`config.mk`:
```
export PLATFORM = sky130hd
export DESIGN_NAME = assert_deassert_filter
export DESIGN_NICKNAME = d
export VERILOG_FILES = /design/src/rtl/assert_deassert_filter_pkg.sv /design/src/rtl/assert_deassert_filter_channel.sv /design/src/rtl/assert_deassert_filter.sv
export SDC_FILE = /design/constraint.sdc
export NUM_CORES = 1
export LEC_CHECK = 0
export BUFFER_PORTS_ARGS = -buffer_cell sky130_fd_sc_hd__buf_2
export CAP_MARGIN = 20
export CORE_ASPECT_RATIO = 1.1
export CORE_MARGIN = 8
export CORE_UTILIZATION = 48
export DETAILED_ROUTE_END_ITERATION = 10
export MAX_ROUTING_LAYER = met4
export PLACE_DENSITY = 0.69
export SYNTH_ARGS = -nofsm -noshare
export SYNTH_HDL_FRONTEND = slang
export SYNTH_HIERARCHICAL = 1
export SYNTH_SLANG_ARGS = --single-unit
```
`constraint.sdc`:
```
create_clock -name clk -period 0.94 [get_ports clk]
set_input_delay 0.188 -clock clk [delete_from_list [all_inputs] [get_ports clk]]
set_output_delay 0.188 -clock clk [all_outputs]
set_load 0.1 [all_outputs]
```
`src/rtl/assert_deassert_filter_pkg.sv`:
```
// Shared definitions for the assert/deassert input qualifier.
// Holds the default parameter values, the legal synchroniser depth range,
// the per-channel action encoding and the counter-width helper.
package assert_deassert_filter_pkg;

  localparam int DEFAULT_WIDTH           = 4;
  localparam int DEFAULT_SYNC_STAGES     = 2;
  localparam int MIN_SYNC_STAGES         = 2;
  localparam int MAX_SYNC_STAGES         = 4;
  localparam int DEFAULT_ASSERT_CYCLES   = 4;
  localparam int DEFAULT_DEASSERT_CYCLES = 8;

  // What a channel does on the next enabled clock edge.
  typedef enum logic [1:0] {
    ACT_CLEAR,
    ACT_COUNT,
    ACT_FLIP
  } chan_act_e;

  // The counter only ever holds values up to thr-1, so clog2 of the larger
  // threshold is enough; a one-bit floor keeps the vector legal when both
  // thresholds are 1.
  function automatic int cnt_width(input int a, input int b);
    int m;
    m = (a > b) ? a : b;
    return ($clog2(m) < 1) ? 1 : $clog2(m);
  endfunction

endpackage

```
`src/rtl/assert_deassert_filter_channel.sv`:
```
// One qualifier channel: synchroniser chain, consecutive-sample counter and
// the registered out / rise / fall flops.
// Ports:
//   clk    rising-edge clock
//   rst_n  synchronous reset, active low
//   en     1 = qualify, 0 = hold out and clear the counter
//   in     raw asynchronous input bit
//   out    qualified level
//   rise   one-cycle strobe in the first cycle out reads 1
//   fall   one-cycle strobe in the first cycle out reads 0
module assert_deassert_filter_channel
  import assert_deassert_filter_pkg::*;
#(
  parameter int SYNC_STAGES     = DEFAULT_SYNC_STAGES,
  parameter int ASSERT_CYCLES   = DEFAULT_ASSERT_CYCLES,
  parameter int DEASSERT_CYCLES = DEFAULT_DEASSERT_CYCLES,
  parameter bit RESET_VAL       = 1'b0
) (
  input  logic clk,
  input  logic rst_n,
  input  logic en,
  input  logic in,
  output logic out,
  output logic rise,
  output logic fall
);

  localparam int CNT_W = cnt_width(ASSERT_CYCLES, DEASSERT_CYCLES);
  localparam logic [CNT_W-1:0] ASSERT_LAST   = CNT_W'(ASSERT_CYCLES - 1);
  localparam logic [CNT_W-1:0] DEASSERT_LAST = CNT_W'(DEASSERT_CYCLES - 1);

  logic [SYNC_STAGES-1:0] sync;
  logic                   s;
  logic [CNT_W-1:0]       cnt;
  logic [CNT_W-1:0]       thr_last;
  chan_act_e              act;

  // A sample that disagrees with out either extends the run or, when the run
  // reaches the threshold for the current level, flips out. Any agreeing
  // sample (or en low) restarts the run from zero.
  always_comb begin
    s        = sync[SYNC_STAGES-1];
    thr_last = out ? DEASSERT_LAST : ASSERT_LAST;
    act      = ACT_CLEAR;
    if (en && (s != out)) begin
      act = (cnt == thr_last) ? ACT_FLIP : ACT_COUNT;
    end
  end

  // The synchroniser keeps sampling even while en is low so that the first
  // enabled edge already sees a settled value.
  always_ff @(posedge clk) begin
    if (!rst_n) begin
      sync <= {SYNC_STAGES{RESET_VAL}};
      out  <= RESET_VAL;
      cnt  <= '0;
      rise <= 1'b0;
      fall <= 1'b0;
    end else begin
      sync <= {sync[SYNC_STAGES-2:0], in};
      rise <= 1'b0;
      fall <= 1'b0;
      case (act)
        ACT_COUNT: cnt <= cnt + 1'b1;
        ACT_FLIP: begin
          out  <= s;
          cnt  <= '0;
          rise <= s;
          fall <= ~s;
        end
        default: cnt <= '0;
      endcase
    end
  end

endmodule

```
`src/rtl/assert_deassert_filter.sv`:
```
// Multi-channel input qualifier. Each bit of in is synchronised and must hold
// a new level for ASSERT_CYCLES (rising) or DEASSERT_CYCLES (falling)
// consecutive synced samples before out follows it.
// Ports:
//   clk    rising-edge clock
//   rst_n  synchronous reset, active low
//   en     1 = qualify, 0 = hold out and clear all counters
//   in     [WIDTH] raw asynchronous inputs
//   out    [WIDTH] qualified levels
//   rise   [WIDTH] per-channel one-cycle rising strobes
//   fall   [WIDTH] per-channel one-cycle falling strobes
module assert_deassert_filter
  import assert_deassert_filter_pkg::*;
#(
  parameter int WIDTH           = DEFAULT_WIDTH,
  parameter int SYNC_STAGES     = DEFAULT_SYNC_STAGES,
  parameter int ASSERT_CYCLES   = DEFAULT_ASSERT_CYCLES,
  parameter int DEASSERT_CYCLES = DEFAULT_DEASSERT_CYCLES,
  parameter bit RESET_VAL       = 1'b0
) (
  input  logic             clk,
  input  logic             rst_n,
  input  logic             en,
  input  logic [WIDTH-1:0] in,
  output logic [WIDTH-1:0] out,
  output logic [WIDTH-1:0] rise,
  output logic [WIDTH-1:0] fall
);

  // Reject parameter sets the channel logic cannot implement.
  if (WIDTH < 1) begin : g_bad_width
    $error("assert_deassert_filter: WIDTH must be at least 1");
  end
  if ((SYNC_STAGES < MIN_SYNC_STAGES) || (SYNC_STAGES > MAX_SYNC_STAGES)) begin : g_bad_sync
    $error("assert_deassert_filter: SYNC_STAGES must be within 2..4");
  end
  if (ASSERT_CYCLES < 1) begin : g_bad_assert
    $error("assert_deassert_filter: ASSERT_CYCLES must be at least 1");
  end
  if (DEASSERT_CYCLES < 1) begin : g_bad_deassert
    $error("assert_deassert_filter: DEASSERT_CYCLES must be at least 1");
  end

  // Channels share nothing but clock, reset and enable.
  for (genvar i = 0; i < WIDTH; i++) begin : g_chan
    assert_deassert_filter_channel #(
      .SYNC_STAGES    (SYNC_STAGES),
      .ASSERT_CYCLES  (ASSERT_CYCLES),
      .DEASSERT_CYCLES(DEASSERT_CYCLES),
      .RESET_VAL      (RESET_VAL)
    ) u_chan (
      .clk  (clk),
      .rst_n(rst_n),
      .en   (en),
      .in   (in[i]),
      .out  (out[i]),
      .rise (rise[i]),
      .fall (fall[i])
    );
  end

endmodule

```
After elaboration in Yosys (flattened, before gate mapping)
Index checks and enable logic that the tools add are counted.

word-level totals
  logic and storage cells = 68
  register bits after elaboration = 32
  output and inout bits = 12

operators by class
  reductions and logical operators = 12
  equality and inequality tests = 16
  bitwise gates (word level) = 4
  mux-type cells = 12
  $add $sub $neg = 4

operators with widths
  kind                                                 count
  2-to-1 mux 2 bit                                     8
  AND reduction 2 bit                                  8
  adder 3 x 1 -> 3 bit, second input constant          4
  equality test 3 bit                                  4
  2-to-1 mux 3 bit                                     4
  equality test 2 x 1 -> 1 bit, second input constant  4
  equality test 2 bit, second input constant           4
  logical AND 1 bit                                    4
  != test 1 bit                                        4
  NOT 1 bit                                            4

Logic depth before layout (Yosys ltp)
Gate-level depths: netlist of the first run.

  depth in word-level cells = 6
  mapped depth = 4
  gate-level depth less buffers = 4

Cells and area by module
The synthesis of the first run kept the hierarchy.

modules (own cells, without submodules)
  module                          cells each  sequential area each (sq um)  area each (sq um)  instances
  assert_deassert_filter_channel  29          160.2                         302.8              4

Worst setup path after synthesis of the first run
Ideal clock, no wire load.

  path type = register -> register
  start = register g_chan[0].u_chan.out
  end = register g_chan[0].u_chan.cnt[1]
  cell stages (with the launch flop) = 4
  data required time = 817 ps
  arrival = 1511 ps
  period minus slack after synthesis = 1634 ps
  path slack = -694 ps
  path buffers = 0
  path through = dfxtp_1 and2b_1 a22oi_2 nor3b_2

between the ends
  word-level cells in the longest chain between the ends = 6

ends and longest elaborated chain
  item                                    RTL line                              text
  start, declared                         assert_deassert_filter_channel.sv:23  output logic out,
  start signal, assigned                  assert_deassert_filter_channel.sv:66  out <= s;
  2-to-1 mux 3 bit                        assert_deassert_filter_channel.sv:43  thr_last = out ? DEASSERT_LAST : ASSERT_LAST;
  equality test 3 bit                     assert_deassert_filter_channel.sv:46  act = (cnt == thr_last) ? ACT_FLIP : ACT_COUNT;
  2-to-1 mux 2 bit                        assert_deassert_filter_channel.sv:46
  2-to-1 mux 2 bit *                      assert_deassert_filter_channel.sv:45  if (en && (s != out)) begin
  equality test 2 x 1 -> 1 bit *          assert_deassert_filter_channel.sv:63  case (act)
  AND reduction 2 bit (no source line) *  n/a
  end signal, assigned                    assert_deassert_filter_channel.sv:64  ACT_COUNT: cnt <= cnt + 1'b1;
  end, declared                           assert_deassert_filter_channel.sv:34  logic [CNT_W-1:0] cnt;

Mark *: on every way between the ends. The rest lies on a longest branch, timed or not.
A chain may end at the register's enable or synchronous reset.

Worst setup path after layout of the first run
  start = register g_chan[1].u_chan.out
  end = output port out[1]

RTL lines
  item                    RTL line                              text
  start, declared         assert_deassert_filter_channel.sv:23
  start signal, assigned  assert_deassert_filter_channel.sv:66
  end, declared           assert_deassert_filter.sv:25          output logic [WIDTH-1:0] out,

No word-level cell between the ends.

==> flow_summary.ini, run 1 <==
[status]
status = finished with violations
violations = negative setup slack

[clock_network]
cts_root_buffer = clkbuf_4
path_clk_slew_ns = 0.11
cts_buffers = 5
cts.sinks = 32
hold_buffers = 0
htreeDepth = 2
cts_tree = done
cts_buffer_depth = 2
clock_latency_ns = 0.34

[synth]
synth_seq_cells = 32
ys_types = 15
synth-seq-area-share_pct = 52.9
syn-mean-instance-area_um2 = 10.4
synth_top_area_cell = dfxtp_1
synth_top_area_share_pct = 52.9
yosysWarnings = 6
synth.top_cells.by_area = dfxtp_1 (53%), nor3_1 (5.0%), and2b_1 (5.0%)
synth.cell_area_um2 = 1210
synth_nets = 127
syn_inst = 116

[layout]
antennaDiodeCount = 0
utilization_pct = 84.3
num-nets-final = 174
drive_gt1_share_pct = 63.4
instances_no_fill = 195
syn2layout_area_growth_pct = 70.4

[routing]
drt-initial-drc-count = 41
vias = 985
antenna_left = 0
via_per_inst = 5.05
dr.pass1.iters = 4
drc = 0
post_drt_wl_per_cell_um = 16.8
wl_um = 3280

[global_routing]
first_global_vias = 1088
grtUsageTotal_pct = 15.0
grt_start_max_net_pins = 13
grt_pass1_wl_um = 4900
grt-ovfl-total = 0
antenna_found_initial = 0

[sta]
worst_pin_slew_ns = 0.290
setup_viol = 30
slew_headroom_pct = 80.6
worst_slack_ns = -0.227
finalCriticalPeriod_ns = 1.17
finClkSkew_ns = 0.0136
hold_violations = 0
rsz0062_at_grt = yes
slew_violations = 0
period_share_pct = 124
max_freq_ghz = 0.857

[die]
coreArea_um2 = 2450
start_util_pct = 49.5
die_w_um = 63.9
die_y_um = 68.7
die_area_um2 = 4390
io-pin-count = 19
fp-row-count = 19

[placed_design]
gp_congestion = 0.794
place_ws_ns = -0.165
placed_cells = 177
portBuffers = 18
dp_hpwl_um = 1830

[worst_setup_path]
rr_startpoint = g_chan[1].u_chan/out$_SDFFE_PN0N_
worstPathMaxFanout = 2
ff2ff_setup_slack_ns = -0.20
crit_start = g_chan[1].u_chan/out$_SDFFE_PN0N_
r2r_end = g_chan[1].u_chan/cnt[0]$_SDFF_PN0_
r2r_cells = 4
end_kind = output port
worstPathArrival_ns = 0.98
crit_type = flip-flop to output port
start_kind = flip-flop
critPathRequiredTime_ns = 0.75

[power]
power.density_nw_per_um2 = 1210
ir_drop_mv = 1.24
leakagePower_nw = 0.796

[hold_path]
min-delay-start = in[3]
min_path_cells = 2
holdCritPathClass = primary input to flip-flop
min_to = g_chan[3].u_chan/sync[0]$_SDFF_PN0_

[job]
drv_cap = 0
## where the power goes
group          internal [W]  leakage (nW)  switching, W
logic             0.0000469         0.482     0.0000661
clock network      0.000557        0.0422      0.000458
registers           0.00136         0.272     0.0000130
## cell families (layout without fill, tap and decap cells)
group	Yosys count	in the layout	synth area share, %
xor gates and xnor gates	4	4	2.89
adders and majority gates	4	4	4.13
buffers and inverters	8	56	2.48
DFF	32	32	52.9
AOI/OAI and AO/OA	12	12	7.85
and+or+nand+nor	56	56	29.8
## registers in the layout, summed over array words and instances (netlist names)
register / cells
g_chan.u_chan/out: 4
g_chan.u_chan/cnt: 12
g_chan.u_chan/sync: 8
g_chan.u_chan/fall: 4
g_chan.u_chan/rise: 4
## per-stage QoR
stage                     TNS, ns  hold WS, ns  area, µm²  total power [W]
after floorplan             -2.36        0.310       1250          0.00145
after global placement      -1.35        0.394       1650          0.00149
after detailed placement    -2.06        0.398       1650          0.00150
after CTS                   -3.35       0.0326       1900          0.00252
after global routing        -4.88       0.0440       2060          0.00261
final                       -3.66       0.0585       2060          0.00250
## critical path, cell delays in order, from the launching register on
cell and delay [ns]:
dfxtp_4 0.37, buf_6 0.12, buf_12 0.15
## area by class of cell
cell class | count | area, µm²
multi-input cells | 76 | 764
inverters | 8 | 32.5
well taps | 31 | 38.8
repair buffers | 40 | 473
flip-flops and latches | 32 | 678
fillers | 140 | 385
clock inverters | 2 | 35.0
clock buffers | 6 | 41.3
## cell usage after synthesis (all sizes together)
master  count
xnor2       4
o21ai       4
and2        8
ha          4
nand2b      4
inv         8
nor3       12
nor4        4
dfxtp      32
nand2       8
a22oi       4
nor3b      12
and2b       8
a31oi       4
## layer usage
metal	vias to the layer above	track usage [%]	wire length [µm]
met2	21	25.5	1650
met5	-	-	0
met3	9	5.65	102
met4	0	8.36	93
li1	496	-	-
met1	459	14.9	1440
## what timing repair did
item | in CTS | in global routing
buffers inserted | 8 | 3
resized for setup | 30 | 30
pin swaps | 11 | 19
endpoints found under the setup margin | 33 | 36
gates cloned | 0 | 0
## cell usage in the layout, fill, tap and decap left out, types with 5 or more instances in the layout
cell type / n
and2b_1: 8
buf_4: 12
nor3_1: 9
dfxtp_1: 10
clkbuf_4: 5
dfxtp_2: 18
buf_2: 6
inv_1: 6
nor3b_2: 11
buf_6: 10
and2_1: 8
buf_12: 12
## worst max path at each step
stage,endpoint,slack (ns)
4_1_cts,out[1],-0.24
3_5_place_dp,g_chan[1].u_chan/cnt[0]$_SDFF_PN0_,-0.17
6_report,out[1],-0.23
2_1_floorplan,g_chan[0].u_chan/cnt[1]$_SDFF_PN0_,-0.17
5_1_grt,out[2],-0.27
3_3_place_gp,g_chan[2].u_chan/cnt[2]$_SDFF_PN0_,-0.12
Note: power is estimated with default switching activity, not from simulation.
==> run 2: changes to the inputs <==
--- a/config.mk
+++ b/config.mk
@@ -9,11 +9,10 @@
 export CAP_MARGIN = 20
 export CORE_ASPECT_RATIO = 1.1
 export CORE_MARGIN = 8
-export CORE_UTILIZATION = 48
+export CORE_UTILIZATION = 49
 export DETAILED_ROUTE_END_ITERATION = 10
 export MAX_ROUTING_LAYER = met4
-export PLACE_DENSITY = 0.69
+export PLACE_DENSITY = 0.7
 export SYNTH_ARGS = -nofsm -noshare
 export SYNTH_HDL_FRONTEND = slang
-export SYNTH_HIERARCHICAL = 1
 export SYNTH_SLANG_ARGS = --single-unit
==> flow_summary.ini, run 2 <==
[status]
status = finished with violations
violations = negative setup slack

[power]
clock_power_share_pct = 32.6
seq_power_share_pct = 61.3
switching_share_pct = 24.4
leakagePower_nw = 0.810
power.net_switching_w = 0.000553
power.internal_w = 0.00172
power_w = 0.00227
power.density_nw_per_um2 = 1070
combPwrFrac_pct = 6.2
ir_drop_mv = 1.33

[routing]
drc = 0
wl_um = 3600
via_per_inst = 5.46
post_drt_wl_per_cell_um = 18.0
dr.pass1.iters = 4
antenna_left = 0
vias = 1092
drt-initial-drc-count = 41

[layout]
fill_cells = 120
top_register = g_chan.u_chan.cnt
largest_reg_flops = 12
syn2layout_area_growth_pct = 64.4
num-nets-final = 180
final_area_um2 = 2130
final_common_cell = dfxtp_2
antennaDiodeCount = 0
drive_gt1_share_pct = 74.6
top_regs = g_chan.u_chan.cnt x12, g_chan.u_chan.sync x8
utilization_pct = 84.6
final_cell_mix = dfxtp_2 (24), buf_4 (19), nor3b_2 (12), buf_12 (12), buf_6 (11)

[global_routing]
grt-ovfl-total = 0
grt_pass1_wl_um = 5210
use_met3_pct = 5.58
met1_usage_pct = 15.0
grt.busiest_layer = met2
grt_start_max_net_pins = 13
antenna_found_initial = 0
first_global_vias = 1097
grtUsageTotal_pct = 15.1
grt.met2_usage_pct = 24.4

[clock_network]
cts_buffer_depth = 2
hold_buffers = 0
cts_root_buffer = clkbuf_4
path_clk_slew_ns = 0.10
clock_latency_ns = 0.34
cts_tree = done
cts_buffers = 5
cts.sinks = 32
htreeDepth = 2

[synth]
synth-edff-count = 0
yosys-top-cells-count = dfxtp_1 (32), buf_4 (12), nor3b_1 (12)
synth-seq-area-share_pct = 49.4
synth.cell_area_um2 = 1300
syn_inst = 129
async_reset_ff_share_pct = 0
synth_ff_type = dfxtp_1
synth_nets = 140
syn-mean-instance-area_um2 = 10.0
synth_top_area_share_pct = 49.4
synth_seq_cells = 32
ys_types = 28
synth_top_area_cell = dfxtp_1
synth_most_common_cell = dfxtp_1
yosysWarnings = 0
synth.top_cells.by_area = dfxtp_1 (49%), buf_4 (6.9%), nor3b_1 (6.9%)

[hold_path]
holdCritPathClass = primary input to flip-flop

[sta]
worst_pin_slew_ns = 0.277
slew_violations = 0
holdWs_ns = 0.0658
slew_headroom_pct = 81.5
rsz0062_at_grt = yes
setup_viol = 31
worst_slack_ns = -0.246
finClkSkew_ns = 0.0158
hold_violations = 0
max_freq_ghz = 0.843
period_share_pct = 126
finalCriticalPeriod_ns = 1.19

[placed_design]
placed_area_um2 = 1740
portBuffers = 18
dp_hpwl_um = 1980
place_ws_ns = -0.183
gp_congestion = 0.797

[die]
coreArea_um2 = 2520
die_area_um2 = 4550
io-pin-count = 19
die_y_um = 69.9
die_w_um = 65.0
fp-row-count = 19
start_util_pct = 51.4

[worst_setup_path]
slowest_stage = or4b_1
rr_startpoint = g_chan[0].u_chan.out$_SDFFE_PN0N_
crit_start = g_chan[0].u_chan.out$_SDFFE_PN0N_
critPathRequiredTime_ns = 1.21
ff2ff_setup_slack_ns = -0.25
endpoint = g_chan[0].u_chan.cnt[2]$_SDFF_PN0_
cp_num_buf_inv = 0
start_kind = flip-flop
r2r_cells = 3
end_kind = flip-flop
r2r_end = g_chan[0].u_chan.cnt[2]$_SDFF_PN0_
path_cells = nand2b_4 -> or4b_1 -> o21ai_1
worst-path-stages = 3
slowest_delay_ns = 0.53
worstPathArrival_ns = 1.45
critical_path.top_delay_family = simple AND/OR/NAND/NOR gates
crit_type = flip-flop to flip-flop
worstPathMaxFanout = 2

[job]
drv_cap = 0
==> run 2: cell families (layout without fill, tap and decap cells) <==
group | Yosys count | count (layout) | synth area share, %
AOI/OAI and AO/OA | 16 | 16 | 7.82
and+or+nand+nor | 57 | 57 | 27.4
xor gates and xnor gates | 4 | 4 | 2.70
DFF | 32 | 32 | 49.4
adders and majority gates | 4 | 4 | 3.86
buffers and inverters | 16 | 56 | 8.78
==> run 2: per-stage QoR <==
| stage | cells | setup TNS (ns) |
|---|---|---|
| detailed placement | 182 | -1.49 |
| global placement | 182 | -0.809 |
| finish | 200 | -3.54 |
| CTS | 197 | -2.88 |
| floorplan | 129 | -0.369 |
| global route | 200 | -4.71 |
==> run 2: power groups by stage <==
stage	sequential, W	clock, W	combinational, W
3_5_place_dp	0.00142	0	0.000105
4_1_cts	0.00139	0.000738	0.000121
2_1_floorplan	0.00141	0	0.0000569
5_1_grt	0.00139	0.000821	0.000149
6_report	0.00139	0.000739	0.000140
3_3_place_gp	0.00142	0	0.000101
==> run 2: layout make-up <==
cell class                      instances  area (µm²)  share of cell area [%]
Clock inverter                          1        5.00                   0.235
Tap cell                               31        38.8                    1.82
Clock buffer                            6        41.3                    1.94
Timing Repair Buffer                   48         537                    25.2
Sequential cell                        32         671                    31.5
Multi-Input combinational cell         81         835                    39.2
Inverter                                1        3.75                   0.176
==> run 2: worst min path at each step <==
stage,from,endpoint,slack [ns],depth (start not counted)
floorplan,in[0],g_chan[0].u_chan.sync[0]$_SDFF_PN0_,0.32,1
global placement,in[2],g_chan[2].u_chan.sync[0]$_SDFF_PN0_,0.39,2
detailed placement,in[3],g_chan[3].u_chan.sync[0]$_SDFF_PN0_,0.40,2
CTS,in[0],g_chan[0].u_chan.sync[0]$_SDFF_PN0_,0.04,2
global route,in[1],g_chan[1].u_chan.sync[0]$_SDFF_PN0_,0.06,2
finish,in[2],g_chan[2].u_chan.sync[0]$_SDFF_PN0_,0.07,2
==> run 2: timing repair <==
action | CTS | global route
pin swaps | 16 | 9
gates resized for setup | 46 | 24
setup buffers | 8 | 3
endpoints found under the setup margin | 29 | 34
==> run 2: metal layers <==
| metal | wire length, µm | vias up |
|---|---|---|
| met5 | 0 | - |
| met4 | 87 | 0 |
| met3 | 185 | 13 |
| met2 | 2000 | 35 |
| met1 | 1330 | 533 |
| li1 | - | 511 |
